File: config.mk
export PLATFORM = sky130hd
export DESIGN_NAME = micro_uart_rx_fifo
export DESIGN_NICKNAME = d
export VERILOG_FILES = /design/src/rtl/micro_uart_rx_fifo.sv
export SDC_FILE = /design/constraint.sdc
export NUM_CORES = 1
export LEC_CHECK = 0
export CAP_MARGIN = 20
export CORE_UTILIZATION = 27
export DETAILED_ROUTE_END_ITERATION = 10
export HOLD_SLACK_MARGIN = 0.15
export PLACE_DENSITY = 0.46
export SKIP_LAST_GASP = 1
export SYNTH_ARGS = -nofsm -noshare
export SYNTH_HDL_FRONTEND = slang
export SYNTH_SLANG_ARGS = --single-unit
export TNS_END_PERCENT = 1
File: constraint.sdc
create_clock -name clk -period 2 [get_ports clk]
set_clock_uncertainty 0.2 [all_clocks]
set_input_delay 0.4 -clock clk [delete_from_list [all_inputs] [get_ports clk]]
set_output_delay 0.4 -clock clk [all_outputs]
set_load 0.005 [all_outputs]
File: src/rtl/micro_uart_rx_fifo.sv
// Receive FIFO between the micro UART receiver and the APB data register.
// Optional idle-timeout interrupt is built only when MUA_RXFIFO_TIMEOUT_EN is defined.
module micro_uart_rx_fifo #(
  parameter int unsigned DEPTH     = 8,
  parameter int unsigned AW        = 3,
  parameter int unsigned DW        = 8,
  parameter int unsigned TO_CYCLES = 240
) (
  input  logic          clk,
  input  logic          reset_n,
  input  logic          push_valid,
  input  logic [DW-1:0] push_data,
  input  logic          pop,
  output logic [DW-1:0] pop_data,
  input  logic          clr_ovf,
  output logic          has_data,
  output logic          full,
  output logic          overflow,
  output logic [AW:0]   level,
  output logic          timeout_irq
);

  localparam logic [1:0]  ST_EMPTY     = 2'd0;
  localparam logic [1:0]  ST_PART      = 2'd1;
  localparam logic [1:0]  ST_FULL      = 2'd2;
  localparam logic [AW:0] LP_DEPTH_LVL = (AW+1)'(DEPTH);

  logic [1:0]    r_state;
  logic [1:0]    w_state_nxt;
  logic [AW-1:0] r_rd_ptr;
  logic [AW-1:0] r_wr_ptr;
  logic [AW:0]   r_level;
  logic [AW:0]   w_level_nxt;
  logic          r_overflow;
  logic          w_push_ok;
  logic          w_pop_ok;
  logic          w_ovf_set;
  logic [DW-1:0] r_mem [DEPTH];

  // Accept/drop decisions and next-state; a pop frees the slot a same-cycle push uses when full.
  always_comb begin
    w_pop_ok    = pop & (r_state != ST_EMPTY);
    w_push_ok   = push_valid & ((r_state != ST_FULL) | w_pop_ok);
    w_ovf_set   = push_valid & (r_state == ST_FULL) & ~w_pop_ok;
    w_level_nxt = r_level;
    w_state_nxt = r_state;
    if (w_push_ok & ~w_pop_ok) begin
      w_level_nxt = r_level + (AW+1)'(1);
    end else if (~w_push_ok & w_pop_ok) begin
      w_level_nxt = r_level - (AW+1)'(1);
    end
    case (r_state)
      ST_EMPTY: if (w_push_ok) w_state_nxt = ST_PART;
      ST_PART: begin
        if (w_level_nxt == LP_DEPTH_LVL) begin
          w_state_nxt = ST_FULL;
        end else if (w_level_nxt == '0) begin
          w_state_nxt = ST_EMPTY;
        end
      end
      ST_FULL: if (w_level_nxt != LP_DEPTH_LVL) w_state_nxt = ST_PART;
      default: w_state_nxt = ST_EMPTY;
    endcase
  end

  always_ff @(posedge clk or negedge reset_n) begin
    if (!reset_n) begin
      r_state <= ST_EMPTY;
    end else begin
      r_state <= w_state_nxt;
    end
  end

  always_ff @(posedge clk or negedge reset_n) begin
    if (!reset_n) begin
      r_rd_ptr   <= '0;
      r_wr_ptr   <= '0;
      r_level    <= '0;
      r_overflow <= 1'b0;
    end else begin
      r_level <= w_level_nxt;
      if (w_push_ok) r_wr_ptr <= r_wr_ptr + AW'(1);
      if (w_pop_ok)  r_rd_ptr <= r_rd_ptr + AW'(1);
      if (w_ovf_set) begin
        r_overflow <= 1'b1;
      end else if (clr_ovf) begin
        r_overflow <= 1'b0;
      end
    end
  end

  // Storage is deliberately left unreset.
  always_ff @(posedge clk) begin
    if (w_push_ok) r_mem[r_wr_ptr] <= push_data;
  end

  assign pop_data = (r_state != ST_EMPTY) ? r_mem[r_rd_ptr] : '0;
  assign has_data = (r_state != ST_EMPTY);
  assign full     = (r_state == ST_FULL);
  assign overflow = r_overflow;
  assign level    = r_level;

`ifdef MUA_RXFIFO_TIMEOUT_EN
  localparam logic [15:0] LP_TO_LAST = 16'(TO_CYCLES - 1);

  logic [15:0] r_idle_cnt;
  logic        r_timeout;
  logic        w_reload;

  assign w_reload = w_push_ok | w_pop_ok | (r_state == ST_EMPTY);

  // Idle counter saturates; the interrupt stays up until data is consumed.
  always_ff @(posedge clk or negedge reset_n) begin
    if (!reset_n) begin
      r_idle_cnt <= '0;
      r_timeout  <= 1'b0;
    end else begin
      if (w_reload) begin
        r_idle_cnt <= '0;
      end else if (r_idle_cnt != 16'hFFFF) begin
        r_idle_cnt <= r_idle_cnt + 16'd1;
      end
      if (w_pop_ok) begin
        r_timeout <= 1'b0;
      end else if (!w_reload && (r_idle_cnt == LP_TO_LAST)) begin
        r_timeout <= 1'b1;
      end
    end
  end

  assign timeout_irq = r_timeout;
`else
  logic w_unused_to;
  assign w_unused_to = |32'(TO_CYCLES);
  assign timeout_irq = 1'b0;
`endif

endmodule

==> results of run 1 <==
## cells in the final DEF (no fill, tap or decap), drive strengths merged, types with 2 or more instances in the layout
master         instances
nor2                  17
mux2                   4
edfxtp                64
nor3                   5
clkbuf                12
inv                    9
xnor2                  4
buf                   59
a21oi                  2
clkinvlp               2
nand3                  3
a31oi                  2
xor2                   2
mux2i                  8
clkinv                 2
dfrtp                 13
mux4                  16
nand2b                 4
o32ai                  3
ha                     4
clkdlybuf4s50         19
nand2                  5
## final cells by class
type                    count  area share (%)
repair buffers             82           16.51
well taps                 147           4.099
inverters                   8          0.6693
clock inverters             6           1.394
flip-flops and latches     77           50.11
multi-input cells          93           22.20
clock buffers               9           5.020
## state kept, by name, summed over array words and instances, names as in the netlist
name      flops
level         4
r_state       2
r_rd_ptr      3
overflow      1
r_wr_ptr      3
r_mem        64
## power by group through the flow
stage	clock (µW)	sequential [µW]	combinational, µW
detailed placement	0	2270	2700
global route	1680	2280	3060
CTS	1620	2250	2920
global placement	0	2270	2700
finish	1580	2250	2800
floorplan	0	2230	1440
## synth_stat cells (3+ instances only)
| library cell | n |
|---|---|
| sky130_fd_sc_hd__buf_2 | 4 |
| sky130_fd_sc_hd__dfrtp_1 | 13 |
| sky130_fd_sc_hd__edfxtp_1 | 64 |
| sky130_fd_sc_hd__ha_1 | 4 |
| sky130_fd_sc_hd__inv_1 | 8 |
| sky130_fd_sc_hd__mux2i_1 | 8 |
| sky130_fd_sc_hd__mux4_2 | 16 |
| sky130_fd_sc_hd__nand2_1 | 5 |
| sky130_fd_sc_hd__nand2b_1 | 4 |
| sky130_fd_sc_hd__nand3_1 | 3 |
| sky130_fd_sc_hd__nor2_1 | 17 |
| sky130_fd_sc_hd__nor3_1 | 4 |
| sky130_fd_sc_hd__xnor2_1 | 4 |
## timing repair
action | in CTS | in global routing
buffers inserted | 11 | 0
cloned | 1 | 0
pin swaps | 2 | 2
resized for setup | 30 | 8
endpoints found under the setup margin | 76 | 77
## path summary, 6_finish.rpt
check,startpoint,to,slack [ns],depth (start not counted)
max reg2reg,r_state[0]$_DFFE_PN0P_,r_mem[2][2]$_DFFE_PP_,-0.04,6
min,reset_n,level[2]$_DFF_PN0_,0.20,2
max,r_rd_ptr[0]$_DFFE_PN0N_,pop_data[6],-0.48,6
min in group clk,overflow$_DFFE_PN0P_,overflow$_DFFE_PN0P_,0.30,1
max in group asynchronous,reset_n,r_rd_ptr[0]$_DFFE_PN0N_,1.22,2
min reg2reg,overflow$_DFFE_PN0P_,overflow$_DFFE_PN0P_,0.30,1
## cell families after synthesis
family                     count (synthesis)  share of synthesized area [%]
adders and majority gates                  4                          1.508
AOI/OAI and AO/OA                         14                          4.751
xor gates and xnor gates                   6                          1.810
DFF                                       77                          67.72
muxes                                     28                          14.86
and+or+nand+nor                           40                          6.372
other                                      1                         0.1130
buffers and inverters                     18                          2.866
## through the flow
step	TNS, ns	instances	utilization, %	instance area [µm²]	setup WS (ns)
after floorplan	-5.000	188	-	3338	-0.08115
after global placement	-36.53	396	34.17	4104	-0.5353
after detailed placement	-38.52	396	34.17	4104	-0.5702
after CTS	-17.05	423	37.57	4513	-0.5439
after global routing	-27.17	422	37.35	4487	-0.5493
final	-16.53	422	37.35	4487	-0.4760
## routing by layer
layer	global-route usage, %	vias up	share of wire, %
met3	2.089	9	3.0
met4	5.789	0	1.7
li1	-	894	-
met2	21.36	35	51
met5	0	-	0
met1	15.86	940	44
==> flow_metrics.env, run 1 <==
export IMPL_timing_setup_critical_path_class="flop to output port"
export IMPL_wl_per_cell_um=17.29
export IMPL_cp_data_arrival_time_ns=1.88
export IMPL_first_pass_grt_wire_length_um=11470
export IMPL_hold_viol=0
export IMPL_num_fill_cells=1142
export IMPL_final_max_slew_violation_count=0
export IMPL_worstSetupStartpointType="flop"
export IMPL_power_sequential_fraction_pct=33.9
export IMPL_synth_flop_cell="sky130_fd_sc_hd__edfxtp_1"
export IMPL_yosysTopAreaCell="sky130_fd_sc_hd__edfxtp_1"
export IMPL_finalWorstSetupSlack_ns=-0.4760
export IMPL_x_dimension_of_the_die_um=112.9
export IMPL_clk_transition_reported_paths_ns=0.06
export IMPL_postSynthAreaPerCell_um2=17.65
export IMPL_cts_buffer_depth=2
export IMPL_via_count=1878
export IMPL_max_clock_freq_ghz=0.4039
export IMPL_antenna_violating_nets_post_route=0
export IMPL_cap_viol_max_count=0
export IMPL_die_area_um2=12740
export IMPL_ys_seq_elements=77
export IMPL_hold_slack_ns=0.1968
export IMPL_synth_enable_flop_cells=64
export IMPL_power_share_switching_pct=30.20
export IMPL_internal_power_uw=4625
export IMPL_synth_seq_area_share_pct=67.72
export IMPL_crit_family="multiplexers"
export IMPL_grt_max_degree=19
export IMPL_dr_drc_count=0
export IMPL_cts_htree_levels=3
export IMPL_flow_area_growth_from_synthesis_pct=35.22
export IMPL_synthesis_instances=188
export IMPL_holdCritPathClass="primary input to async pin"
export IMPL_cts_root_buf="sky130_fd_sc_hd__clkbuf_16"
export IMPL_design_power_total_uw=6626
export IMPL_numClockSinks=77
export IMPL_synthDominantCellAreaShare_pct=57.92
export IMPL_post_route_period_util_pct=123.8
export IMPL_power_frac_clock_pct=23.9
export IMPL_initial_core_util_pct=27.62
export IMPL_synth_area_leaders="sky130_fd_sc_hd__edfxtp_1, sky130_fd_sc_hd__mux4_2, sky130_fd_sc_hd__dfrtp_1"
export IMPL_cts_hold_repair_buffers=0
export IMPL_cp_end_kind="output port"
export IMPL_dp_hpwl_um=5041
export IMPL_first_global_vias=2042
export IMPL_multi_input_comb_area_um2=996.0
export IMPL_die_height_um=112.9
export IMPL_numCtsBuffers=9
export IMPL_worst_skew_pair_late_latency_ns=0.33
export IMPL_cpMaxStageDelayCell="sky130_fd_sc_hd__mux4_2"
export IMPL_grt_setup_unrepaired="true"
export IMPL_finish_net_count=288
export IMPL_tritoncts="yes"
export IMPL_combPwrFrac_pct=42.2
export IMPL_fin_crit_ns=2.476
export IMPL_via_per_inst=4.450
export IMPL_detail_route_wirelength_um=7295
export IMPL_design_core_area_um2=12010
export IMPL_failed_checks="setup timing"
export IMPL_ff_latch_area_um2=2248
export IMPL_ys_warnings_count=0
export IMPL_track_usage_pct=12.60
export IMPL_gp_congestion=0.7106
export IMPL_grt_antenna_before_repair=0
export IMPL_critical_path_max_fanout=5
export IMPL_io_pin_count=29
export IMPL_report_final_setup_viol=77
export IMPL_switching_power_uw=2001
export IMPL_cp_cell_sequence="buf_12 > buf_8 > mux4_2 > mux2i_2 > nor2_1 > buf_2"
export IMPL_postSynthNetCount=205
export IMPL_status="finished with violations"
export IMPL_syn_cell_area_um2=3318
export IMPL_critical_path_n_buffers_inverters=3
export IMPL_globalRoute_totalOverflow=0
export IMPL_port_buffers=27
export IMPL_drt_iter0_markers=81
export IMPL_rows=40
export IMPL_worstPathRequired_ns=1.40
export IMPL_vdd_drop_max_uv=485.9
export IMPL_router_iterations_before_antenna_repair=6
export IMPL_cp_slowest_stage_delay_ns=0.49
export IMPL_num_antenna_cells=0
export IMPL_share_of_async_settable_or_async_resettable_flops_after_synthesis_pct=16.88
export IMPL_pwr_density_cell_nw_per_um2=1477
export IMPL_drive_gt1_share_pct=40.73
export IMPL_total_leakage_power_uw=0.001670
export IMPL_yosysUniqueCellTypes=40
No activity file was read; power rests on OpenSTA's default activity.
==> inputs of run 2 (changes only) <==
- CORE_UTILIZATION: 27 -> 45
- CTS_BUF_LIST: default -> sky130_fd_sc_hd__clkbuf_4 sky130_fd_sc_hd__clkbuf_8
- PLACE_DENSITY: 0.46 -> 0.68
==> run 2 against run 1 <==
  * The flow still finishes with violations (setup timing)
  * Clock-buffer cell count unchanged
  * Flip-flop and latch count unchanged
  * Hold slack improved by 0.10 ns
  * Critical path depth increased by 1
  * Via count decreased by 1.1%
  * Global-route usage increased by 5.6 points
  * Final cell count decreased by 15%
  * Routed wire length decreased by 14%
  * Sequential power about the same
  * Critical path type unchanged
  * Largest power group unchanged
==> flow_metrics.env, run 2 (synthesis results as in run 1) <==
export IMPL_track_usage_pct=18.24
export IMPL_antenna_violating_nets_post_route=0
export IMPL_hold_viol=0
export IMPL_cap_viol_max_count=0
export IMPL_timing_setup_critical_path_class="flop to output port"
export IMPL_globalRoute_totalOverflow=0
export IMPL_worstPathRequired_ns=1.40
export IMPL_design_core_area_um2=6944
export IMPL_failed_checks="setup timing"
export IMPL_cts_root_buf="sky130_fd_sc_hd__clkbuf_8"
export IMPL_holdCritPathClass="flop to flop"
export IMPL_cp_end_kind="output port"
export IMPL_fin_util_pct=61.33
export IMPL_drt_iter0_markers=91
export IMPL_placement_cell_area_um2=3935
export IMPL_die_area_um2=7721
export IMPL_worst_r2r_startpoint="level[0]$_DFF_PN0_"
export IMPL_pwr_density_cell_nw_per_um2=1441
export IMPL_rows=30
export IMPL_gp_congestion=0.7828
export IMPL_report_final_setup_viol=76
export IMPL_worst_r2r_path_depth=7
export IMPL_grt_antenna_before_repair=0
export IMPL_layout_commonest_cell="sky130_fd_sc_hd__edfxtp_1"
export IMPL_finalWorstSetupSlack_ns=-0.5014
export IMPL_hp_start="overflow$_DFFE_PN0P_"
export IMPL_timing_reg2reg_setup_slack_ns=-0.01
export IMPL_drive_gt1_share_pct=37.12
export IMPL_port_buffers=27
export IMPL_clk_transition_reported_paths_ns=0.08
export IMPL_grt_busiest_layer="met2"
export IMPL_max_clock_freq_ghz=0.3998
export IMPL_initial_core_util_pct=47.78
export IMPL_reg2reg_to="r_state[0]$_DFFE_PN0P_"
export IMPL_x_dimension_of_the_die_um=87.87
export IMPL_finish_net_count=277
export IMPL_grt_setup_unrepaired="true"
export IMPL_worstSetupStartpointType="flop"
export IMPL_die_height_um=87.87
export IMPL_flow_area_growth_from_synthesis_pct=28.36
export IMPL_dr_drc_count=0
export IMPL_post_route_period_util_pct=125.1
export IMPL_io_pin_count=29
export IMPL_cts_htree_levels=3
export IMPL_dp_hpwl_um=4090
export IMPL_layout_cells_most_common_list="sky130_fd_sc_hd__edfxtp_1, sky130_fd_sc_hd__buf_4, sky130_fd_sc_hd__clkdlybuf4s50_1"
export IMPL_router_iterations_before_antenna_repair=4
export IMPL_tritoncts="yes"
export IMPL_status="finished with violations"
export IMPL_holdPathEnd="overflow$_DFFE_PN0P_"
export IMPL_num_antenna_cells=0
export IMPL_numCtsBuffers=9
export IMPL_detail_route_wirelength_um=6260
export IMPL_cp_data_arrival_time_ns=1.90
export IMPL_via_per_inst=5.158
export IMPL_grt_met1_usage_pct=22.91
export IMPL_total_leakage_power_uw=0.001585
export IMPL_numClockSinks=77
export IMPL_max_reg_flops=64
export IMPL_cts_buffer_depth=2
export IMPL_use_met3_pct=4.618
export IMPL_grt_max_degree=14
export IMPL_placement_setup_worst_slack_ns=-0.4005
export IMPL_top_register="r_mem"
export IMPL_fin_crit_ns=2.501
export IMPL_met2_usage_pct=29.88
export IMPL_finalInstanceArea_um2=4259
export IMPL_vdd_drop_max_uv=686.2
export IMPL_first_global_vias=1907
export IMPL_hold_depth=1
export IMPL_worst_skew_pair_late_latency_ns=0.35
export IMPL_critical_path_max_fanout=7
export IMPL_wl_per_cell_um=17.39
export IMPL_via_count=1857
export IMPL_final_max_slew_violation_count=0
export IMPL_first_pass_grt_wire_length_um=9756
## run 2: cell types whose count changed in the layout (fill, tap and decap cells not counted), sizes merged
| cell | previous run | this run |
|---|---|---|
| clkinvlp | 2 | 1 |
| bufinv | 1 | 2 |
| buf | 59 | 47 |
| clkbuf | 12 | 10 |
| dlygate4sd3 | 0 | 1 |
| clkdlybuf4s15 | 1 | 3 |
## run 2: metal layers
metal | part of all wire (%) | up-vias
met5 | 0 | -
met4 | 2.4 | 0
met3 | 3.2 | 15
met2 | 50 | 38
met1 | 45 | 937
li1 | - | 867
## run 2: cell type report
cell class	instances	area, µm²
Clock inverter	6	86.33
Clock buffer	9	123.9
Sequential cell	77	2248
Multi-Input combinational cell	93	992.2
Inverter	8	30.03
Fill cell	521	2685
Timing Repair Buffer	71	658.1
Tap cell	96	120.1
## run 2: timing repair
| item | CTS | global route |
|---|---|---|
| hold buffers | 1 | 0 |
| pin swaps | 3 | 1 |
| hold endpoints to repair | 8 | 0 |
| cloned | 2 | 0 |
| setup buffers | 6 | 0 |
| setup endpoints to repair | 71 | 76 |
| gates resized for setup | 28 | 3 |
## run 2: how the worst max path moves through the flow
| stage | start | end | slack, ns | cells after the start |
|---|---|---|---|---|
| final | r_rd_ptr[0]$_DFFE_PN0N_ | pop_data[7] | -0.50 | 7 |
| after global placement | push_valid | r_mem[1][6]$_DFFE_PP_ | -0.38 | 6 |
| after detailed placement | pop | r_mem[1][4]$_DFFE_PP_ | -0.40 | 6 |
| after global routing | r_rd_ptr[0]$_DFFE_PN0N_ | pop_data[3] | -0.58 | 7 |
| after floorplan | push_valid | r_mem[3][0]$_DFFE_PP_ | -0.08 | 5 |
| after CTS | r_rd_ptr[0]$_DFFE_PN0N_ | pop_data[3] | -0.53 | 7 |
## run 2: power by group
part / leakage [µW] / internal, µW / switching, µW
sequential: 0.000735 / 2070 / 164
combinational: 0.000745 / 1510 / 1140
clock: 0.000105 / 695 / 564
total: 0.00158 / 4270 / 1870
## run 2: per-stage QoR
step                      power (µW)  instances  hold slack, ns  setup TNS, ns
after floorplan                 3673        188        -0.09559         -5.000
after global placement          4705        336          0.2773         -26.83
after detailed placement        4727        336          0.2841         -27.82
after CTS                       6186        360          0.3024         -5.962
after global routing            6472        360          0.3210         -13.85
final                           6138        360          0.3005         -7.800
## run 2: worst max-delay path: stages, from the launching register on
cell and delay (ns):
sky130_fd_sc_hd__dfrtp_2 0.43, sky130_fd_sc_hd__buf_12 0.14, sky130_fd_sc_hd__buf_16 0.14, sky130_fd_sc_hd__buf_6 0.12, sky130_fd_sc_hd__mux4_2 0.42, sky130_fd_sc_hd__mux2i_1 0.14, sky130_fd_sc_hd__nor2_1 0.05, sky130_fd_sc_hd__buf_2 0.12
